## src/rtl/mux2to1_arbiter.sv

```systemverilog
// mux2to1_arbiter: packet-level round-robin arbiter sharing one output channel
// between two valid/ready requesters (A and B). It owns the mux select and
// holds a grant until the granted packet's last beat transfers, so packets never
// interleave. Data steering is combinational from the registered grant state,
// so no data latency is added.
//
// Optional feature: define MUX2TO1_ARB_STATS_EN to add per-requester packet
// counters (a_pkt_cnt, b_pkt_cnt). The counters wrap rather than saturate.
//
// Ports:
//   clk, rst_n                 clock, asynchronous active-low reset
//   a_valid/a_data/a_last      requester A beat
//   a_ready                    beat accepted from A
//   b_valid/b_data/b_last      requester B beat
//   b_ready                    beat accepted from B
//   f_valid/f_data/f_last      shared output channel beat
//   f_ready                    downstream accepts beat
//   sel                        registered mux select (0 = A, 1 = B)
//   busy                       a grant is active
//   a_pkt_cnt, b_pkt_cnt       packet-end counters (MUX2TO1_ARB_STATS_EN only)

module mux2to1_arbiter #(
    parameter int unsigned WIDTH = 8,
    parameter int unsigned CNTW  = 16
) (
    input  logic             clk,
    input  logic             rst_n,
    input  logic             a_valid,
    input  logic [WIDTH-1:0] a_data,
    input  logic             a_last,
    output logic             a_ready,
    input  logic             b_valid,
    input  logic [WIDTH-1:0] b_data,
    input  logic             b_last,
    output logic             b_ready,
    output logic             f_valid,
    output logic [WIDTH-1:0] f_data,
    output logic             f_last,
    input  logic             f_ready,
    output logic             sel,
    output logic             busy
`ifdef MUX2TO1_ARB_STATS_EN
    ,
    output logic [CNTW-1:0]  a_pkt_cnt,
    output logic [CNTW-1:0]  b_pkt_cnt
`endif
);

    localparam logic [1:0] IDLE  = 2'd0;
    localparam logic [1:0] GNT_A = 2'd1;
    localparam logic [1:0] GNT_B = 2'd2;

    // Elaboration-time sanity check on the parameters.
    if (WIDTH == 0 || CNTW == 0) begin : g_param_chk
        $error("mux2to1_arbiter: WIDTH and CNTW must be at least 1");
    end

    logic [1:0] state_q, state_d;
    logic       prio_q, prio_d;
    logic       sel_q, sel_d;
    logic       a_end, b_end;

    // Round-robin pick: a lone requester wins, otherwise prio decides.
    function automatic logic [1:0] arb(input logic av, input logic bv, input logic pb);
        logic [1:0] r;
        r = IDLE;
        if (av && bv) begin
            r = pb ? GNT_B : GNT_A;
        end else if (av) begin
            r = GNT_A;
        end else if (bv) begin
            r = GNT_B;
        end
        return r;
    endfunction

    // Packet end: last beat of the granted requester transfers this cycle.
    always_comb begin
        a_end = (state_q == GNT_A) && a_valid && f_ready && a_last;
        b_end = (state_q == GNT_B) && b_valid && f_ready && b_last;
    end

    // Next state, priority pointer and select.
    always_comb begin
        state_d = state_q;
        prio_d  = prio_q;
        sel_d   = sel_q;
        case (state_q)
            IDLE: begin
                state_d = arb(a_valid, b_valid, prio_q);
            end
            GNT_A: begin
                // Re-arbitrate on the same edge with prio pointing at B.
                if (a_end) begin
                    prio_d  = 1'b1;
                    state_d = arb(a_valid, b_valid, 1'b1);
                end
            end
            GNT_B: begin
                if (b_end) begin
                    prio_d  = 1'b0;
                    state_d = arb(a_valid, b_valid, 1'b0);
                end
            end
            default: begin
                state_d = IDLE;
            end
        endcase
        // sel follows every grant entry and holds through IDLE.
        if (state_d == GNT_A) begin
            sel_d = 1'b0;
        end else if (state_d == GNT_B) begin
            sel_d = 1'b1;
        end
    end

    // State, priority and select registers.
    always_ff @(posedge clk or negedge rst_n) begin
        if (!rst_n) begin
            state_q <= IDLE;
            prio_q  <= 1'b0;
            sel_q   <= 1'b0;
        end else begin
            state_q <= state_d;
            prio_q  <= prio_d;
            sel_q   <= sel_d;
        end
    end

    // Output steering from the registered grant; the loser never sees ready.
    always_comb begin
        f_valid = 1'b0;
        a_ready = 1'b0;
        b_ready = 1'b0;
        f_data  = sel_q ? b_data : a_data;
        f_last  = sel_q ? b_last : a_last;
        case (state_q)
            GNT_A: begin
                f_valid = a_valid;
                a_ready = f_ready;
            end
            GNT_B: begin
                f_valid = b_valid;
                b_ready = f_ready;
            end
            default: begin
                f_valid = 1'b0;
            end
        endcase
    end

    assign sel  = sel_q;
    assign busy = (state_q != IDLE);

`ifdef MUX2TO1_ARB_STATS_EN
    logic [CNTW-1:0] a_cnt_q, a_cnt_d;
    logic [CNTW-1:0] b_cnt_q, b_cnt_d;

    // Packet counters, wrapping modulo 2**CNTW.
    always_comb begin
        a_cnt_d = a_cnt_q + CNTW'(a_end);
        b_cnt_d = b_cnt_q + CNTW'(b_end);
    end

    always_ff @(posedge clk or negedge rst_n) begin
        if (!rst_n) begin
            a_cnt_q <= '0;
            b_cnt_q <= '0;
        end else begin
            a_cnt_q <= a_cnt_d;
            b_cnt_q <= b_cnt_d;
        end
    end

    assign a_pkt_cnt = a_cnt_q;
    assign b_pkt_cnt = b_cnt_q;
`endif

endmodule

```

## config.mk

```make
export PLATFORM = sky130hd
export DESIGN_NAME = mux2to1_arbiter
export DESIGN_NICKNAME = d
export VERILOG_FILES = /design/src/rtl/mux2to1_arbiter.sv
export SDC_FILE = /design/constraint.sdc
export NUM_CORES = 1
export LEC_CHECK = 0
export ABC_AREA = 0
export BUFFER_PORTS_ARGS = -buffer_cell sky130_fd_sc_hd__buf_2
export CORE_AREA = 8 8 45 47
export DETAILED_ROUTE_END_ITERATION = 6
export DIE_AREA = 0 0 53 55
export GPL_ROUTABILITY_DRIVEN = 1
export PLACE_DENSITY = 0.74
export SYNTH_ARGS = -nofsm -noshare
export SYNTH_HDL_FRONTEND = slang
export SYNTH_SLANG_ARGS = --single-unit
```

## constraint.sdc

```tcl
create_clock -name clk -period 4.4 [get_ports clk]
set_input_delay 0.22 -clock clk [delete_from_list [all_inputs] [get_ports clk]]
set_output_delay 0.22 -clock clk [all_outputs]
set_load 0.01 [all_outputs]
```

==> results.json <==
{
  "grt_pass1_vias": 556,
  "root_buffer": "clkbuf_4",
  "tightestPinTransition_ns": 0.388,
  "required_ns": 4.55,
  "synth-warning-count": 0,
  "core_area_sq_um": 1380,
  "max_slew_margin": 0.741,
  "ant_nets": 0,
  "clock_latency_ns": 0.23,
  "wl_per_cell_um": 13.2,
  "worst-setup-path-type": "reg2reg",
  "fin_ws_ns": 2.49,
  "clock_path_buffers": 2,
  "drcViolationCount": 0,
  "finalSetupViolCount": 0,
  "irDropWorstVdd_mv": 0.263,
  "port_buffers": 36,
  "synth.distinct_cells": 24,
  "outcome": "finished clean",
  "drv_slew": 0,
  "drt-initial-drc-count": 8,
  "synth_edf_count": 0,
  "yosysSeqAreaShare": 0.209,
  "nNetsFinal": 119,
  "cts_tree": "done",
  "rsz0062_at_grt": "false",
  "ys.flop_type": "dfrtp_1",
  "yosysTopAreaCellShare": 0.212,
  "num_vias": 506,
  "fp.dieW_um": 53,
  "synth-async-reset-ratio": 1.00,
  "die_h_um": 55,
  "drt_pass1_iterations": 4,
  "p_per_area_nw_per_um2": 413,
  "fin_crit_ns": 1.91,
  "die_area_sq_um": 2920,
  "cts_made_buffers": 3,
  "post-synth-top-count-cell": "mux2_2",
  "num-fill-cells": 137,
  "area_growth_pct": 47.6,
  "start_util": 0.345,
  "hold_viol_final": 0,
  "antenna_found_initial": 0,
  "synth_seq_cells": 4,
  "startpoint_type": "flop",
  "p_leak_nw": 0.381,
  "globalplace.congestion": 0.774,
  "cts_setup_buffers": 0,
  "row_count": 14,
  "path_clk_slew_ns": 0.04,
  "max_freq_ghz": 0.523,
  "grt_max_degree": 12,
  "grt_pass1_wl_mm": 2.15,
  "rr_worst_depth": 8,
  "finalPower_mw": 0.292,
  "synth_common_cells": "mux2_2 (9), inv_1 (6), ha_1 (5), dfrtp_1 (4)",
  "skew_ns": 0.00158,
  "synthTopCellsByArea": "mux2_2 (21%), dfrtp_1 (21%), ha_1 (13%)",
  "synth.cell_area_sq_um": 478,
  "synth_cells": 50,
  "fin_setup_tns_ns": 0,
  "drt-total-wl_mm": 1.38,
  "crit_fanout": 5,
  "cts_sinks": 4,
  "viasPerCell": 4.82,
  "synth_top_area_cell": "mux2_2",
  "diodes": 0,
  "maxCapViolations": 0,
  "cp-end-kind": "flop",
  "post-route-period-util": 0.434,
  "min_path_type": "in2async",
  "pre_cts_slack_ns": 2.49,
  "final_layout_size_suffix_gt1_frac": 0.629,
  "worstPathArrival_ns": 2.06,
  "htreeDepth": 1,
  "synth_nets": 78,
  "grt_usage": 0.0948,
  "syn_area_per_cell_sq_um": 9.56,
  "ioPinCount": 37,
  "grt-ovfl-total": 0,
  "dpl.hpwl_mm": 1.26
}
[cell families (layout without fill, tap and decap cells)]
kind of cell / Yosys count / count (layout) / share of synthesized area
compound gates: 9 / 9 / 0.149
fa+ha+maj: 5 / 5 / 0.131
buf+inv: 7 / 46 / 0.0576
flops: 4 / 4 / 0.209
mux: 12 / 12 / 0.285
simple gates: 13 / 13 / 0.168
[critical path, stage by stage (launching register included)]
cell and delay (ns):
dfrtp_1 0.40, inv_1 0.11, ha_1 0.24, and2_2 0.18, nor2b_4 0.16, o21ai_2 0.08
a31o_2 0.23, ha_1 0.28, mux2i_1 0.17
[registers in the layout (all words and copies together), names as in the netlist]
name and count:
state_q 2, prio_q 1, sel 1
[routing by layer]
layer	global-route usage	vias up	part of all wire
li1	-	256	-
met1	0.0965	236	0.38
met2	0.178	14	0.60
met3	0.0187	0	0.020
met4	0.0517	0	0
met5	0	-	0
[repair_timing]
item	in CTS	in global routing
hold buffers	1	0
resized for setup	0	0
endpoints found under the hold margin	4	0
[power breakdown]
| group | internal, mW | switching, mW |
|---|---|---|
| combinational | 0.0949 | 0.0878 |
| sequential | 0.0485 | 0.0169 |
| clock | 0.0304 | 0.0133 |
| total | 0.174 | 0.118 |
[cells in the final DEF (no fill, tap or decap)]
| cell type | count |
|---|---|
| dfrtp_1 | 4 |
| o22ai_1 | 1 |
| a22oi_1 | 1 |
| o21ai_2 | 1 |
| nor2_1 | 1 |
| o211ai_1 | 1 |
| nand3_1 | 3 |
| and2_1 | 1 |
| clkbuf_4 | 3 |
| inv_1 | 6 |
| nand2_1 | 3 |
| buf_2 | 36 |
| a41oi_2 | 1 |
| nor2b_4 | 1 |
| mux2i_1 | 2 |
| nand2_2 | 1 |
| a31oi_1 | 1 |
| a21oi_1 | 2 |
| dlygate4sd3_1 | 1 |
| mux2_2 | 9 |
| nor2b_1 | 1 |
| mux2_4 | 1 |
| a31o_2 | 1 |
| nand3_2 | 1 |
| and2_2 | 1 |
| ha_1 | 5 |
[per-stage QoR]
| step | cells | utilization | instance area [sq um] | hold WS (ns) |
|---|---|---|---|---|
| 3_5_place_dp | 101 | 0.486 | 673 | 0.0297 |
| 4_1_cts | 105 | 0.510 | 706 | 0.315 |
| 6_report | 105 | 0.510 | 706 | 0.327 |
| 5_1_grt | 105 | 0.510 | 706 | 0.323 |
| 2_1_floorplan | 50 | - | 478 | -0.0756 |
| 3_3_place_gp | 101 | 0.486 | 673 | 0.0283 |
[final timing paths]
check | end | start | slack, ns
hold / removal | prio_q | rst_n | 0.33
min in group clk | state_q[1] | b_valid | 0.33
max in group asynchronous | state_q[1] | rst_n | 3.95
setup reg to reg | sel | state_q[1] | 2.49
setup / recovery | sel | state_q[1] | 2.49
hold reg to reg | prio_q | prio_q | 0.58
[layout make-up]
class	count	area [sq um]	share of cell area
multi-input combinational	39	350	0.496
sequential	4	100	0.142
inverter	6	22.5	0.0319
clock buffer	3	22.5	0.0319
tap	16	20.0	0.0284
timing repair buffer	37	190	0.270
(Power assumes the default switching activity.)
